--- config.mk ---
export PLATFORM = sky130hd
export DESIGN_NAME = tx_pattern_src
export DESIGN_NICKNAME = d
export VERILOG_FILES = /design/src/rtl/tx_pattern_src.sv
export SDC_FILE = /design/constraint.sdc
export NUM_CORES = 1
export LEC_CHECK = 0
export ABC_AREA = 1
export CORE_MARGIN = 2
export CORE_UTILIZATION = 45
export CTS_CLUSTER_DIAMETER = 200
export DETAILED_ROUTE_END_ITERATION = 12
export DONT_BUFFER_PORTS = 1
export PLACE_DENSITY = 0.72
export SETUP_SLACK_MARGIN = 0.1
export SYNTH_ARGS = -nofsm -noshare
export SYNTH_HDL_FRONTEND = slang
export SYNTH_SLANG_ARGS = --single-unit
--- constraint.sdc ---
create_clock -name clk -period 2.1 [get_ports clk]
set_input_delay 0.63 -clock clk [delete_from_list [all_inputs] [get_ports clk]]
set_output_delay 0.63 -clock clk [all_outputs]
set_load 0.01 [all_outputs]
--- src/rtl/tx_pattern_src.sv ---
// Transmit pattern source: one parallel Fibonacci LFSR (PRBS7/15/23/31), clock or
// user word, with polarity inversion and single-bit error injection on dout[0].
module tx_pattern_src #(
    parameter int unsigned N_LANES   = 16,
    parameter int unsigned ERR_CNT_W = 16
) (
    input  logic                 clk,
    input  logic                 rst,
    input  logic                 cke,
    input  logic [2:0]           mode,
    input  logic [N_LANES-1:0]   user_pat,
    input  logic                 inv,
    input  logic                 inj_err,
    output logic [N_LANES-1:0]   dout,
    output logic [N_LANES-1:0]   dout_b,
    output logic                 valid,
    output logic [ERR_CNT_W-1:0] err_cnt,
    output logic [30:0]          lfsr_state
);

    typedef enum logic {ST_SEED, ST_RUN} state_t;

    typedef struct packed {
        logic [30:0]        state;
        logic [N_LANES-1:0] word;
    } adv_t;

    // N_LANES unrolled steps; umask keeps the unused upper state bits at 1.
    function automatic adv_t prbs_adv(input logic [30:0] seed, input logic [4:0] msb,
                                      input logic [4:0] tap, input logic [30:0] umask);
        adv_t        r;
        logic [30:0] s;
        logic        nb;
        s      = seed;
        r.word = '0;
        for (int unsigned k = 0; k < N_LANES; k++) begin
            r.word[k] = s[msb];
            nb        = s[msb] ^ s[tap];
            s         = {s[29:0], nb} | umask;
        end
        r.state = s;
        return r;
    endfunction

    state_t             r_state;
    logic [2:0]         r_mode_q;
    logic               r_inj_q;
    logic               r_pending;
    logic [30:0]        r_lfsr;
    logic [N_LANES-1:0] r_dout;
    logic [N_LANES-1:0] r_dout_b;
    logic               r_valid;
    logic [ERR_CNT_W-1:0] r_err_cnt;

    adv_t               w_adv7;
    adv_t               w_adv15;
    adv_t               w_adv23;
    adv_t               w_adv31;
    logic [2:0]         w_mode_eff;
    logic [N_LANES-1:0] w_clk_pat;
    logic [N_LANES-1:0] w_pat;
    logic [N_LANES-1:0] w_word;
    logic [30:0]        w_lfsr_nxt;
    logic               w_edge;

    assign w_edge     = inj_err & ~r_inj_q;
    assign w_mode_eff = (r_mode_q > 3'd5) ? 3'd0 : r_mode_q;

    always_comb begin
        w_adv7     = prbs_adv(r_lfsr, 5'd6,  5'd5,  31'h7FFF_FF80);
        w_adv15    = prbs_adv(r_lfsr, 5'd14, 5'd13, 31'h7FFF_8000);
        w_adv23    = prbs_adv(r_lfsr, 5'd22, 5'd17, 31'h7F80_0000);
        w_adv31    = prbs_adv(r_lfsr, 5'd30, 5'd27, 31'h0000_0000);
        w_clk_pat  = '0;
        for (int unsigned k = 0; k < N_LANES; k++) begin
            w_clk_pat[k] = ((k % 2) == 0);
        end
        w_pat      = w_adv7.word;
        w_lfsr_nxt = w_adv7.state;
        case (w_mode_eff)
            3'd1: begin
                w_pat      = w_adv15.word;
                w_lfsr_nxt = w_adv15.state;
            end
            3'd2: begin
                w_pat      = w_adv23.word;
                w_lfsr_nxt = w_adv23.state;
            end
            3'd3: begin
                w_pat      = w_adv31.word;
                w_lfsr_nxt = w_adv31.state;
            end
            3'd4: begin
                w_pat      = w_clk_pat;
                w_lfsr_nxt = r_lfsr;
            end
            3'd5: begin
                w_pat      = user_pat;
                w_lfsr_nxt = r_lfsr;
            end
            default: begin
                w_pat      = w_adv7.word;
                w_lfsr_nxt = w_adv7.state;
            end
        endcase
        // Inversion first, then the injected flip on the earliest bit.
        w_word = w_pat ^ {N_LANES{inv}} ^ N_LANES'(r_pending);
    end

    always_ff @(posedge clk) begin
        if (rst) begin
            r_state   <= ST_SEED;
            r_mode_q  <= '0;
            r_inj_q   <= 1'b0;
            r_pending <= 1'b0;
            r_lfsr    <= '1;
            r_dout    <= '0;
            r_dout_b  <= '1;
            r_valid   <= 1'b0;
            r_err_cnt <= '0;
        end else begin
            r_inj_q <= inj_err;
            if (!cke) begin
                if (w_edge) r_pending <= 1'b1;
            end else if (mode != r_mode_q) begin
                r_mode_q <= mode;
                r_state  <= ST_SEED;
                r_valid  <= 1'b0;
                if (w_edge) r_pending <= 1'b1;
            end else begin
                case (r_state)
                    ST_SEED: begin
                        r_lfsr    <= '1;
                        r_valid   <= 1'b0;
                        // Stale requests are discarded; a fresh edge this cycle still arms.
                        r_pending <= w_edge;
                        r_state   <= ST_RUN;
                    end
                    ST_RUN: begin
                        r_lfsr   <= w_lfsr_nxt;
                        r_dout   <= w_word;
                        r_dout_b <= ~w_word;
                        r_valid  <= 1'b1;
                        if (r_pending) begin
                            r_pending <= 1'b0;
                            if (r_err_cnt != '1) r_err_cnt <= r_err_cnt + 1'b1;
                        end else begin
                            r_pending <= w_edge;
                        end
                    end
                endcase
            end
        end
    end

    assign dout       = r_dout;
    assign dout_b     = r_dout_b;
    assign valid      = r_valid;
    assign err_cnt    = r_err_cnt;
    assign lfsr_state = r_lfsr;

endmodule

==> results of run 1 <==
## area by class of cell
cell class | count | area [µm²]
Inverter | 85 | 327
Sequential cell | 86 | 1730
Timing Repair Buffer | 52 | 498
Multi-Input combinational cell | 677 | 3450
Tap cell | 168 | 210
Clock inverter | 6 | 70.1
Fill cell | 1216 | 5600
Clock buffer | 9 | 225
## power groups by stage
stage	registers, mW	clock network (mW)	logic [mW]
detailed placement	1.84	0	0.834
global route	1.81	1.72	1.04
finish	1.81	1.63	0.932
floorplan	1.76	0	0.667
global placement	1.83	0	0.826
CTS	1.80	1.66	0.840
## worst max-delay path, cell delays in order (launching register included)
cell	delay (ns)
dfxtp_4	0.36
buf_4	0.14
xor2_1	0.15
nor2_1	0.17
nand3_2	0.15
a21oi_2	0.20
buf_12	0.21
inv_2	0.15
a21oi_1	0.15
o21ai_0	0.09
## repair_timing
item,CTS,global route
pin swaps,0,6
gates cloned,0,4
setup buffers,0,6
resized for setup,1,38
hold buffers,0,0
endpoints found under the setup margin,13,57
## kinds of logic (layout without fill, tap and decap cells)
group	count (synthesis)	in the layout	synth area share
compound gates	120	120	0.125
xor+xnor	55	55	0.0853
fa+ha+maj	5	5	0.0111
buf+inv	147	152	0.102
flops	86	86	0.305
simple gates	496	497	0.372
## per-layer routing
layer / share of wire / GRT usage
met5: 0 / 0
met4: 0.029 / 0.0944
met3: 0.095 / 0.0727
met2: 0.44 / 0.421
met1: 0.43 / 0.341
## placed cells by master (no fill, tap or decap), types with 17 or more instances in the layout
| cell | count |
|---|---|
| nand2_1 | 247 |
| nand3_1 | 120 |
| dfxtp_1 | 83 |
| nor2_1 | 80 |
| inv_1 | 77 |
| a21oi_1 | 43 |
| buf_4 | 41 |
| o21ai_0 | 35 |
| xnor2_1 | 29 |
| xor2_1 | 26 |
| o211ai_1 | 19 |
| or2_2 | 17 |
## registers in the layout, summed over array words and instances, names as in the netlist
name and cells:
r_state 1, r_mode_q 3, err_cnt 16, lfsr_state 31
r_pending 1, dout 16, r_inj_q 1, dout_b 16
valid 1
## metrics by stage
step	instance area (µm²)	power (mW)
global route	6510	4.57
floorplan	5650	2.43
finish	6510	4.36
CTS	6270	4.29
global placement	5980	2.66
detailed placement	5980	2.67
## final timing paths
check	from	to	slack, ns	cells after the start
worst max-delay path	r_mode_q[1]	lfsr_state[19]	0.20	9
worst min-delay path	rst	dout[9]	0.34	1
worst max register to register	r_mode_q[1]	lfsr_state[19]	0.20	9
worst min register to register	valid	valid	0.52	2
==> metrics.txt, run 1 <==
Tmin final around 1.9 ns; full die area around 13000 µm²; number of global-route vias before repair 5474; post-synthesis async set-or-reset flop share 0; Worst Setup Start Kind flip-flop; Synth top area share 0.305; final core utilization 0.538; P_sw around 1.4 mW; Max Slew Vio Count 0; antenna violations before repair 0; sequential share of power 0.414; peak supply drop between 400 and 500 µV; Mapped Nets 938; CP required 2.33 ns; Net count, final 940; H-tree depth 3; Pleak 2.98 nW; synth top area cells dfxtp_1, nand2_1, nand3_1, nor2_1, inv_1; number of I/O pins ~100; pwr dens between 600 and 700 nW/µm²; port bufs 0; Worst Tran Pin Value 0.631 ns; WL/cell ~16 µm; FMAX 0.525 GHz; maxcap violations 0; drt pass-1 iters 5; Via density ~5.4; top cells by count, synth nand2_1, nand3_1, dfxtp_1, nor2_1, inv_1; total negative setup slack 0 ns; outcome finished clean; worst skew pair latency 0.36 ns; RSZ-0062 raised after global routing true; Slew HR 0.578; Comb power frac 0.213; Die Span Y roughly 120 µm; Final Hold Slack approximately 0.34 ns; clock share of power 0.373; Synth area leader dfxtp_1; area delta synth->final 15.3%; Worst Hold Class input port to flip-flop; Critical Path AT 2.13 ns; Switching Share 0.320; final setup margin between 0.15 and 0.2 ns; final setup fails 0; clock skew between 0.008 and 0.009 ns; detailed placer's ending HPWL about 13000 µm; clock transition at the registers of the reported paths about 0.07 ns; grt total ovfl 0; DRC violations left 0; Die Wd approximately 120 µm; initial core utilization 0.466; Synth Warn # 0; Main synth FF type dfxtp_1; dpl ws a little over 0.05 ns; pin count of the biggest net entering global routing 37; Syn Inst Count 909; via count slightly below 6000; All-Layer GR Usage 0.263; Placed Instances ~1100; mapped cell area between 5000 and 6000 µm²; TritonCTS clock tree yes; Worst Setup End Kind flip-flop; Crit Path Category flip-flop to flip-flop; final hold violations 0; mean post-synth cell area ~6.2 µm²; Int Pwr a little under 3 mW; Core Box Area ~12000 µm²; Critical Path Fanout Max 36; clk buf depth 2; Antenna diodes 0; global placement routability congestion approximately 0.96; number of synthesized flops with an enable pin 0; non-filler cells, final approximately 1100; 1st-iter DRT viols between 500 and 600; unique cell type count in the Yosys netlist 29; CTS sink cnt 86; #FFs+latches synth between 80 and 90; fin crit share 0.906; Final ANT Viol Nets 0; layout cells sized above 1 0.125; Core Rows 40; CTS buffer count 9; CTS root buf clkbuf_16; first-pass GRT wire length roughly 28000 µm; count leader, synth nand2_1; post-synthesis sequential area ratio 0.305; WL final ~18000 µm
Note: power is estimated with default switching activity, not from simulation.
==> inputs of run 2 (changes only) <==
--- a/config.mk
+++ b/config.mk
@@ -12,6 +12,7 @@
 export DETAILED_ROUTE_END_ITERATION = 12
 export DONT_BUFFER_PORTS = 1
 export PLACE_DENSITY = 0.72
+export RECOVER_POWER = 50
 export SETUP_SLACK_MARGIN = 0.1
 export SYNTH_ARGS = -nofsm -noshare
 export SYNTH_HDL_FRONTEND = slang
==> metrics.txt, run 2 (same netlist as run 1, synthesis figures left out) <==
CTS root buf clkbuf_16; Die Wd 116 µm (unchanged); final hold violations 0 (unchanged); clock transition at the registers of the reported paths 0.07 ns (about the same); 1st-iter DRT viols 645 (+8.6%); Net count, final 940 (unchanged); fin area 6490 µm² (-0.38%); Critical Path AT 2.16 ns (+0.03 ns); WL final 17600 µm (-0.11%); peak supply drop 429 µV (about the same); Die Span Y 116 µm (unchanged); final core utilization 0.536 (-0.00207); fillcell total 1222 (+0.49%); non-filler cells, final 1083 (unchanged); outcome finished clean; clk buf depth 2 (unchanged); number of global-route vias before repair 5474 (unchanged); antenna violations before repair 0 (unchanged); initial core utilization 0.466 (unchanged); max FFs per register 31 (unchanged); Max Slew Vio Count 0 (unchanged); clock skew 0.00811 ns (+0.0000599 ns); CTS sink cnt 86 (unchanged); H-tree depth 3 (unchanged); fin crit share 0.908 (+0.00141); final setup fails 0 (unchanged); Core Box Area 12100 µm² (unchanged); grt total ovfl 0 (unchanged); Placed Instances 1058 (unchanged); via count 5887 (+0.31%); Antenna diodes 0 (unchanged); Crit Path Category flip-flop to flip-flop; placed cell area 5980 µm² (unchanged); RSZ-0062 raised after global routing true; TritonCTS clock tree yes; first-pass GRT wire length 27700 µm (unchanged); Worst Hold Class input port to flip-flop; All-Layer GR Usage 0.263 (unchanged); CTS buffer count 9 (unchanged); drt pass-1 iters 5 (unchanged); full die area 13500 µm² (unchanged); maxcap violations 0 (unchanged); worst skew pair latency 0.35 ns (about the same); pwr dens 672 nW/µm² (+0.25%); pin count of the biggest net entering global routing 37 (unchanged); FMAX 0.525 GHz (-0.16%); global placement routability congestion 0.963 (unchanged); cts hold-fix bufs 0 (unchanged); port bufs 0 (unchanged); DRC violations left 0 (unchanged); dpl ws 0.0512 ns (unchanged); Tmin final 1.91 ns (+0.00296 ns); layout cells sized above 1 0.118 (-0.00656); Worst Setup Start Kind flip-flop; Core Rows 40 (unchanged); commonest non-fill, non-tap cell in the layout nand2_1; Critical Path Fanout Max 15 (-58%); number of I/O pins 104 (unchanged); Final ANT Viol Nets 0 (unchanged); detailed placer's ending HPWL 12700 µm (unchanged); most frequent cells in the layout nand2_1, nand3_1, dfxtp_1; total negative setup slack 0 ns (unchanged); final setup margin 0.194 ns (-0.00296 ns); WL/cell 16.2 µm (-0.11%); area delta synth->final 14.9%; Via density 5.44 (+0.31%); Worst Setup End Kind flip-flop; Pleak 2.96 nW (-0.72%); Slew HR 0.574 (-0.00421); Worst Tran Pin Value 0.638 ns (+0.00631 ns); CP required 2.35 ns (+0.02 ns)
==> run 2: changes by cell type in the layout (fill, tap and decap cells not counted), sizes merged <==
| cell | change |
|---|---|
| buf | -7 |
| clkbuf | +7 |
==> run 2: stage by stage <==
| stage | total power, mW | hold WS (ns) |
|---|---|---|
| 4_1_cts | 4.29 | 0.328 |
| 2_1_floorplan | 2.43 | 0.488 |
| 5_1_grt | 4.57 | 0.325 |
| 3_3_place_gp | 2.66 | 0.515 |
| 3_5_place_dp | 2.67 | 0.506 |
| 6_report | 4.36 | 0.340 |
==> run 2: path summary, 6_finish.rpt <==
check / endpoint / startpoint / depth (start not counted) / slack, ns
max: dout[7] / r_mode_q[1] / 13 / 0.19
min reg2reg: valid / valid / 2 / 0.52
max reg2reg: dout[7] / r_mode_q[1] / 13 / 0.19
min: dout[9] / rst / 1 / 0.34
==> run 2: metal layers <==
metal	global-route usage	part of all wire
met1	0.341	0.43
met2	0.421	0.45
met3	0.0727	0.097
met4	0.0944	0.030
met5	0	0
==> run 2: critical path, cell delays in order, from the launching register on <==
cell and delay, ns:
dfxtp_4 0.37, inv_1 0.08, ha_4 0.20, nor2_4 0.27, clkbuf_16 0.23, nand3_1 0.07
nand2_1 0.12, nor2_1 0.05, nand2_1 0.09, nand2_1 0.05, nand2_1 0.05, nand3_1 0.10
nand2_1 0.09, nor2_1 0.05
==> run 2: final cells by class <==
| cell class | instances | area [µm²] | share of cell area |
|---|---|---|---|
| clock buffers | 9 | 225 | 0.0347 |
| clock inverters | 6 | 70.1 | 0.0108 |
| inverters | 85 | 327 | 0.0503 |
| multi-input cells | 677 | 3450 | 0.532 |
| flip-flops and latches | 86 | 1730 | 0.267 |
| well taps | 168 | 210 | 0.0324 |
| repair buffers | 52 | 473 | 0.0729 |
==> run 2: what timing repair did <==
item,4_1_cts,5_1_grt
gates cloned,0,4
buffers inserted,0,6
pin swaps,0,6
endpoints found under the setup margin,13,57
resized for setup,1,38
==> run 2: report_power, final <==
group,switching [mW],internal (mW)
clock network,0.702,0.923
logic,0.566,0.361
registers,0.128,1.68
